**config.mk**
```make
export PLATFORM = sky130hd
export DESIGN_NAME = program_loader
export DESIGN_NICKNAME = d
export VERILOG_FILES = /design/src/rtl/program_loader.sv
export SDC_FILE = /design/constraint.sdc
export NUM_CORES = 1
export LEC_CHECK = 0
export CORE_MARGIN = 4
export CORE_UTILIZATION = 57
export DETAILED_ROUTE_END_ITERATION = 8
export PLACE_DENSITY = 0.8
export REMOVE_ABC_BUFFERS = 1
export SLEW_MARGIN = 25
export SYNTH_ARGS = -nofsm -noshare
export SYNTH_HDL_FRONTEND = slang
export SYNTH_SLANG_ARGS = --single-unit
```
**constraint.sdc**
```tcl
create_clock -name clk -period 3.35 [get_ports clk]
set_input_delay 0.8375 -clock clk [delete_from_list [all_inputs] [get_ports clk]]
set_output_delay 0.8375 -clock clk [all_outputs]
set_load 0.01 [all_outputs]
```
**src/rtl/program_loader.sv**
```systemverilog
// Boot-time instruction store and loader: fills an 8x8 memory from a valid/ready byte stream,
// then releases the CPU from reset. Optional checksum verification is enabled by `define CHECKSUM_EN.
module program_loader #(
    parameter int ADDR_W      = 3,
    parameter int DEPTH       = 8,
    parameter int INSTR_W     = 8,
    parameter int HOLD_CYCLES = 2
) (
    input  logic               clk,
    input  logic               reset,
    input  logic               in_valid,
    input  logic [INSTR_W-1:0] in_data,
    input  logic               in_last,
    output logic               in_ready,
    input  logic               reload,
    input  logic [ADDR_W-1:0]  fetch_addr,
    output logic [INSTR_W-1:0] fetch_instr,
    output logic               cpu_reset,
    output logic               loaded,
    output logic [ADDR_W:0]    load_count,
    output logic               err
);

    localparam int HOLD_W = (HOLD_CYCLES > 1) ? $clog2(HOLD_CYCLES) : 1;
    localparam logic [HOLD_W-1:0] HOLD_LAST  = HOLD_W'(HOLD_CYCLES - 1);
    localparam logic [ADDR_W:0]   LAST_COUNT = (ADDR_W + 1)'(DEPTH - 1);

    typedef enum logic [2:0] {
        S_LOAD,
        S_HOLD,
`ifdef CHECKSUM_EN
        S_CHECK,
        S_ERROR,
`endif
        S_RUN
    } state_t;

    state_t              state_q, state_d;
    logic [ADDR_W:0]     count_q, count_d;
    logic [HOLD_W-1:0]   hold_q, hold_d;
    logic [INSTR_W-1:0]  mem_q [DEPTH];
    logic [INSTR_W-1:0]  mem_d [DEPTH];
`ifdef CHECKSUM_EN
    logic [INSTR_W-1:0]  csum_q, csum_d;
`endif

    logic                xfer;
    logic [ADDR_W-1:0]   wr_ptr;

    // The write pointer is the low bits of the word count; the count never passes DEPTH.
    assign wr_ptr = count_q[ADDR_W-1:0];
    assign xfer   = in_valid && in_ready;

    always_comb begin
        state_d = state_q;
        count_d = count_q;
        hold_d  = hold_q;
        mem_d   = mem_q;
`ifdef CHECKSUM_EN
        csum_d  = csum_q;
`endif
        if (reload) begin
            state_d = S_LOAD;
            count_d = '0;
            hold_d  = '0;
`ifdef CHECKSUM_EN
            csum_d  = '0;
`endif
        end else begin
            case (state_q)
                S_LOAD: begin
                    if (xfer) begin
`ifdef CHECKSUM_EN
                        // A beat flagged last carries the checksum instead of an instruction.
                        if (in_last) begin
                            state_d = (in_data == csum_q) ? S_HOLD : S_ERROR;
                            hold_d  = '0;
                        end else begin
                            mem_d[wr_ptr] = in_data;
                            csum_d        = csum_q ^ in_data;
                            count_d       = count_q + (ADDR_W + 1)'(1);
                            if (count_q == LAST_COUNT) begin
                                state_d = S_CHECK;
                            end
                        end
`else
                        mem_d[wr_ptr] = in_data;
                        count_d       = count_q + (ADDR_W + 1)'(1);
                        if (in_last || count_q == LAST_COUNT) begin
                            state_d = S_HOLD;
                            hold_d  = '0;
                        end
`endif
                    end
                end
`ifdef CHECKSUM_EN
                S_CHECK: begin
                    if (xfer) begin
                        state_d = (in_data == csum_q) ? S_HOLD : S_ERROR;
                        hold_d  = '0;
                    end
                end
`endif
                S_HOLD: begin
                    if (hold_q == HOLD_LAST) begin
                        state_d = S_RUN;
                    end else begin
                        hold_d = hold_q + HOLD_W'(1);
                    end
                end
                default: begin
                end
            endcase
        end
    end

    always_ff @(posedge clk or posedge reset) begin
        if (reset) begin
            state_q <= S_LOAD;
            count_q <= '0;
            hold_q  <= '0;
            for (int i = 0; i < DEPTH; i++) begin
                mem_q[i] <= '0;
            end
`ifdef CHECKSUM_EN
            csum_q  <= '0;
`endif
        end else begin
            state_q <= state_d;
            count_q <= count_d;
            hold_q  <= hold_d;
            mem_q   <= mem_d;
`ifdef CHECKSUM_EN
            csum_q  <= csum_d;
`endif
        end
    end

`ifdef CHECKSUM_EN
    assign in_ready = (state_q == S_LOAD || state_q == S_CHECK) && !reload;
    assign err      = (state_q == S_ERROR);
`else
    assign in_ready = (state_q == S_LOAD) && !reload;
    assign err      = 1'b0;
`endif

    assign fetch_instr = mem_q[fetch_addr];
    assign cpu_reset   = (state_q != S_RUN);
    assign loaded      = (state_q == S_HOLD) || (state_q == S_RUN);
    assign load_count  = count_q;

endmodule

```
Yosys cells after proc, flatten, opt, wreduce, memory -nomap -nowiden
Index checks and enable logic that the tools add are counted.
{"block": "totals", "inputBits": 16, "register_bits": 72, "output_inout_bits": 16}
{"block": "op_classes", "n_mux": 19, "eq_ne": 7, "reduce_logical": 14, "bitwise": 3, "addsub": 2, "order_cmp": 3}
{"op": "$bwmux 64", "count": 1}
{"op": "$bmux 8 s3", "count": 1}
{"op": "$demux 8 s3", "count": 1}
{"op": "$mux 8", "count": 3}
{"op": "$mux 3", "count": 4}
{"op": "$mux 4", "count": 3}
{"op": "$ne 3x3->1 const B", "count": 3}
{"op": "$ge 4x4->1 const B", "count": 2}
{"op": "$not 3->4", "count": 2}
{"op": "$pmux 3 s2", "count": 1}
{"op": "$reduce_and 3->1", "count": 2}
{"op": "$add 4x1->4 const B", "count": 1}
{"op": "$eq 4x3->1 const B", "count": 1}
{"op": "$lt 4x1->1 const B", "count": 1}
{"op": "$mux 1", "count": 4}
{"op": "$reduce_and 4->1", "count": 1}
{"op": "$reduce_bool 2->1", "count": 2}
{"op": "$eq 3x1->1 const B", "count": 1}
{"op": "$eq 3x2->1 const B", "count": 1}
{"op": "$logic_and 1x1->1", "count": 3}
{"op": "$logic_not 3->1", "count": 1}
{"op": "$ne 3x2->1 const B", "count": 1}
{"op": "$reduce_bool 3->1", "count": 1}
{"op": "$logic_or 1x1->1", "count": 2}
{"op": "5 further kinds", "count": 5}

Logic depth before layout (Yosys ltp)
Gate-level depths: netlist of run 1.
{"block": "depth", "ltp_word": 6, "ltp_mapped": 7, "depth_no_buf": 5}

Worst setup path before layout of run 1
OpenSTA, ideal clock, no wires.
{"block": "synth_timing", "path_kind": "input to output", "startpoint": "in fetch_addr[0]", "endpoint": "out fetch_instr[0]", "path_buffers": 2, "arrival_time_ps": 1961, "cell_stages": 4, "required_ps": 2513, "setup_slack_ps": 551, "path_cell_list": "buf_4 buf_6 mux4_2 mux2_2"}
{"block": "synth_via", "elab_chain_len": 4}
{"item": "from (decl)", "line": "16", "rtl": "input logic [ADDR_W-1:0] fetch_addr,"}
{"item": "$not 3->4 (implied by the code)", "line": "147", "rtl": "assign fetch_instr = mem_q[fetch_addr];"}
{"item": "$bmux 8 s3", "line": "147"}
{"item": "$mux 8 (implied by the code) (2 in a row)", "line": "147"}
{"item": "to (decl)", "line": "17", "rtl": "output logic [INSTR_W-1:0] fetch_instr,"}
No other way between the ends. The select of a mux whose other input is x is not followed.

Worst setup path in the final report of run 1
{"block": "layout_timing", "startpoint": "in fetch_addr[1]", "endpoint": "out fetch_instr[7]"}
The elaborated chain is that of the path after synthesis.

==> results of run 1 <==
flip-flops by register name, indices dropped and copies added, names as in the netlist:
name,flops
hold_q,1
load_count,4
mem_q,64
state_q,2
path summary, 6_finish.rpt:
path,startpoint,to,cells after the start
hold reg to reg,mem_q[4],mem_q[4],1
min in group asynchronous,reset,mem_q[51],3
setup reg to reg,state_q[1],mem_q[22],7
hold / removal,mem_q[4],mem_q[4],1
setup / recovery,fetch_addr[1],fetch_instr[7],5
max in group asynchronous,reset,mem_q[26],3
stage by stage:
stage               std cells  power (mW)  setup WS (ns)  cell area (sq um)
finish                    340       2.459         0.1119               4093
floorplan                 214       1.506         0.7159               3353
detailed placement        323       1.734        -0.3196               3846
global placement          323       1.703        -0.3059               3846
global route              340       2.588        0.05007               4093
CTS                       340       2.481        0.09766               4093
synthesized netlist by cell type (all sizes together):
library cell	n	area (sq um)
mux2	72	810.8
and4bb	1	12.51
nand3b	3	30.03
a311oi	1	8.760
nand3	5	25.02
a2111o	1	11.26
xor2	2	17.52
o2111ai	1	8.760
conb	1	3.750
a211o	1	8.760
mux4	16	360.4
dfrtp	71	1777
or3	1	6.260
nand2b	2	12.51
clkbuf	2	7.510
nor3	1	5.000
o21ai	2	10.01
a211oi	1	7.510
nor2b	5	31.28
or3b	1	8.760
a21oi	3	15.01
nand2	5	18.77
ha	4	50.05
nor2	5	21.27
inv	4	15.01
nor3b	3	45.05
and3b	1	8.760
nand4b	1	23.77
buf	10	62.55
cell families after synthesis:
logic type	synth area share [%]
flops	51.90
mux	34.21
simple gates	7.273
other cells	0.1095
fa+ha+maj	1.462
xor+xnor	0.5118
buf+inv	2.485
compound gates	2.047
per-layer routing:
metal / track usage [%] / vias to the layer above / share of wire, %
li1: - / 911 / -
met1: 27.85 / 1023 / 47
met2: 31.36 / 40 / 48
met3: 3.554 / 12 / 2.6
met4: 10.50 / 0 / 2.7
met5: 0 / - / 0
critical path, stage by stage:
cell and delay [ns]:
clkdlybuf4s50_1 0.52, buf_12 0.17, mux4_2 0.30, mux2_2 0.29, dlygate4sd2_1 0.29
final cells by class:
type                    count  share of cell area [%]
clock buffers              11                   3.455
flip-flops and latches     71                   43.41
clock inverters             5                   1.987
well taps                  72                   2.201
inverters                   4                  0.3669
multi-input cells         139                   38.15
repair buffers             38                   10.42
cells in the final DEF, fill, tap and decap left out, drive strengths merged:
| cell type | instances |
|---|---|
| mux2 | 72 |
| dfrtp | 71 |
| clkdlybuf4s50 | 21 |
| mux4 | 16 |
| clkbuf | 11 |
| dlygate4sd2 | 8 |
| buf | 7 |
| nand2 | 5 |
| nand3 | 5 |
| nor2b | 5 |
| nor2 | 5 |
| ha | 4 |
| inv | 4 |
| a21oi | 3 |
| nor3b | 3 |
| nand3b | 3 |
| o21ai | 2 |
| nand2b | 2 |
| xor2 | 2 |
| bufinv | 2 |
| clkinv | 2 |
| or3 | 1 |
| nand4b | 1 |
| a2111o | 1 |
| a211oi | 1 |
| and3b | 1 |
| or3b | 1 |
| nor3 | 1 |
| a311oi | 1 |
| a211o | 1 |
| and4bb | 1 |
| o2111ai | 1 |
| conb | 1 |
| clkinvlp | 1 |
| bufbuf | 1 |
| clkdlybuf4s15 | 1 |
timing repair:
item / in CTS / in global routing
buffers inserted: 0 / 0
resized for setup: 11 / 0
endpoints found under the setup margin: 8 / 0
power by group:
part	internal [mW]	switching, mW
Sequential	1.03	0.106
Combinational	0.349	0.223
Clock	0.440	0.314
Total	1.82	0.643
==> metrics.md, run 1 <==
| Metric | Value |
|---|---|
| Detailed Route WL | `6.626 mm` |
| IO Pins | `32` |
| VDD IR-drop max | `0.0003970 V` |
| Least-Margin Pin Slew | `0.5837 ns` |
| Initial core utilization | `60.32%` |
| Placer Congestion | `0.6861` |
| CORE AREA | `5675 sq um` |
| Setup Skew | `0.01282 ns` |
| MaxCap Viol Count | `0` |
| Reg area | `1777 sq um` |
| Crit path kind | `in -> out` |
| Clk slew on worst S/H paths | `0.08 ns` |
| Clock Tree Root | `clkbuf_8` |
| Sink Count | `71` |
| Antenna violations before repair | `0` |
| Seq/Total Area, Yosys | `51.90%` |
| Vias | `1,986` |
| PortBufs | `30` |
| Drt wl/cell | `19.49 microns` |
| Synthesized instance count | `226` |
| Leak | `1.914 nW` |
| # DRC | `0` |
| Pre-antenna DRT Iters | `4` |
| CTS tree | `done` |
| Count of final max-slew check failures | `0` |
| Minimum clock period | `3.238 ns` |
| RSZ-0062 raised after global routing | `no` |
| Total CTS buffers | `9` |
| Clock buffer depth | `2` |
| Synthesized area per cell | `15.15 sq um` |
| Worst Path Arrival | `2.40 ns` |
| Post-route ant nets | `0` |
| GR Overflow Total | `0` |
| Die ar. | `7309 sq um` |
| First-pass GRT wire length | `11.01 mm` |
| Largest net degree at the start of global routing | `72` |
| FP Rows | `27` |
| Fraction of layout cells with a size suffix above 1 | `45.15%` |
| R2r setup slk | `1.19 ns` |
| Vias in the first global route | `2,053` |
| DR iter-0 viols | `120` |
| Area grow syn2layout | `19.55%` |
| Final hold viol count | `0` |
| Tcrit/Tclk final | `96.66%` |
| Slew headroom | `61.05%` |
| Setup_tns | `0 ns` |
| GRT Resource Usage Total | `20.35%` |
| Final setup viols | `0` |
| Vias per cell | `5.841` |
| Final design utilization | `72.11%` |
| Fmax | `0.3088 GHz` |
| Synthesized flop and latch total | `71` |
| Inserted Diodes | `0` |
| Worst-path maximum fanout | `16` |
| CP Launch Type | `input pin` |
| Nets@finish | `283` |
| Fill cells | `372` |
| Setup crit end kind | `output pin` |
| Pwr Density | `600.8 nW/um^2` |
| Post-Syn Area | `3423 sq um` |
| Synth cell types | `35` |
| CP required | `2.51 ns` |
| Min Hold Slack | `0.5084 ns` |
| Hold buffer count at cts | `0` |
| DP HPWL | `4.286 mm` |
| Multi-input combinational cell area | `1562 sq um` |
| Die height | `85.50 microns` |
| Outcome | `finished, final reports clean` |
| Die W | `85.50 microns` |
| Hold/Removal Path Class | `reg -> reg` |
| Warnings, synthesis | `0` |
| Clk Latency, worst-skew pair | `0.33 ns` |
| # H-tree levels | `3` |
Power figures use the tool's default switching activity.
==> run 2: changes to the inputs <==
--- a/config.mk
+++ b/config.mk
@@ -10,6 +10,7 @@
 export DETAILED_ROUTE_END_ITERATION = 8
 export PLACE_DENSITY = 0.8
 export REMOVE_ABC_BUFFERS = 1
+export SKIP_CTS_REPAIR_TIMING = 1
 export SLEW_MARGIN = 25
 export SYNTH_ARGS = -nofsm -noshare
 export SYNTH_HDL_FRONTEND = slang
==> run 2 against run 1 <==
Net effect: design area increased by 1.1%; register-to-register slack about the same; die area is the same; combinational power grew 2%; largest cell class unchanged; largest power group unchanged.
==> metrics.md, run 2 (synthesized netlist as in run 1, its figures left out) <==
| Metric | Value |
|---|---|
| GRT Resource Usage Total | `20.10%` |
| CP Buf/Inv Count | `4` |
| Count of final max-slew check failures | `0` |
| Setup_tns | `0 ns` |
| Final hold viol count | `0` |
| DP HPWL | `4.286 mm` |
| Setup crit end kind | `output pin` |
| Initial core utilization | `60.32%` |
| Drt wl/cell | `19.56 microns` |
| Detailed Route WL | `6.708 mm` |
| Die W | `85.50 microns` |
| Final setup viols | `0` |
| Clk slew on worst S/H paths | `0.08 ns` |
| Placer Congestion | `0.6861` |
| Pre-antenna DRT Iters | `4` |
| Dpl ws | `-0.3196 ns` |
| CP Launch Type | `input pin` |
| Leak | `2.028 nW` |
| Vias per cell | `5.729` |
| Design Power | `2.471 mW` |
| Fmax | `0.3123 GHz` |
| PortBufs | `30` |
| Area grow syn2layout | `20.91%` |
| GR Overflow Total | `0` |
| Setup Skew | `0.01251 ns` |
| Cell-by-cell listing of the critical path | `clkdlybuf4s50_1, buf_12, buf_4, mux4_2, mux2_2, dlymetal6s2s_1` |
| Worst Path Arrival | `2.36 ns` |
| Commonest non-fill, non-tap cell in the layout | `mux2_2` |
| IO Pins | `32` |
| Nets@finish | `286` |
| Minimum clock period | `3.202 ns` |
| CORE AREA | `5675 sq um` |
| Final design utilization | `72.93%` |
| Fin worst setup slack | `0.1484 ns` |
| Crit-path max cell delay | `0.51 ns` |
| FP Rows | `27` |
| Largest net degree at the start of global routing | `72` |
| Most frequent cells in the layout | `72 x mux2_2, 71 x dfrtp_1, 21 x clkdlybuf4s50_1` |
| Worst-path maximum fanout | `14` |
| Die height | `85.50 microns` |
| Slew headroom | `61.73%` |
| Clock Tree Root | `clkbuf_8` |
| MaxCap Viol Count | `0` |
| Inserted Diodes | `0` |
| Crit path kind | `in -> out` |
| # DRC | `0` |
| Max reg flops | `64` |
| Pwr Density | `597.1 nW/um^2` |
| Total CTS buffers | `9` |
| VDD IR-drop max | `0.0003968 V` |
| Post-route ant nets | `0` |
| Outcome | `finished, final reports clean` |
| DR iter-0 viols | `120` |
| Die ar. | `7309 sq um` |
| RSZ-0062 raised after global routing | `no` |
| Clock buffer depth | `2` |
| Least-Margin Pin Slew | `0.5735 ns` |
| Hold/Removal Path Class | `reg -> reg` |
| Largest reg by FF count | `mem_q` |
| Slowest-stage cell, CP | `clkdlybuf4s50_1` |
| CP required | `2.51 ns` |
| Antenna violations before repair | `0` |
| Min Hold Slack | `0.5063 ns` |
| # H-tree levels | `3` |
| Fraction of layout cells with a size suffix above 1 | `45.39%` |
| CTS tree | `done` |
| Sink Count | `71` |
| Vias in the first global route | `2,019` |
| Vias | `1,965` |
| Tcrit/Tclk final | `95.57%` |
| First-pass GRT wire length | `10.90 mm` |
| Cell family with most CP delay | `buffers and inverters` |
| Clk Latency, worst-skew pair | `0.33 ns` |
-- run 2: changes by cell type in the layout (fill, tap and decap cells not counted), sizes merged --
cell           change
clkbuf             +1
buf                +3
bufbuf             -1
dlygate4sd2        -8
clkdlybuf4s15      -1
dlymetal6s2s       +9
-- run 2: layout make-up --
cell class	count	area, sq um
Clock inverter	5	81.33
Inverter	4	15.01
Sequential cell	71	1777
Multi-Input combinational cell	139	1562
Fill cell	369	1536
Timing Repair Buffer	41	473.0
Clock buffer	11	141.4
Tap cell	72	90.09
-- run 2: worst paths after layout --
kind	slack, ns	endpoint	cells after the start	startpoint
max	0.15	fetch_instr[2]	6	fetch_addr[1]
min	0.51	mem_q[4]	1	mem_q[4]
max reg2reg	1.20	mem_q[22]	7	state_q[1]
min reg2reg	0.51	mem_q[4]	1	mem_q[4]
max in group asynchronous	2.14	mem_q[36]	3	reset
min in group asynchronous	0.90	mem_q[51]	3	reset
-- run 2: per-layer routing --
metal  share of wire [%]  GRT usage [%]  routed length [microns]  up-vias
li1                    -              -                        -      917
met1                  47          27.85                     3171     1004
met2                  48          31.00                     3228       34
met3                 2.6          3.458                      174       10
met4                 2.0          9.640                      133        0
met5                   0              0                        0        -
-- run 2: metrics by stage --
stage	cell area [sq um]	instances
after global routing	4139	343
after CTS	4069	339
after floorplan	3353	214
final	4139	343
after global placement	3846	323
after detailed placement	3846	323
-- run 2: power breakdown --
part / switching (mW) / internal, mW
Combinational: 0.224 / 0.359
Clock: 0.315 / 0.440
Sequential: 0.106 / 1.03
Total: 0.645 / 1.83
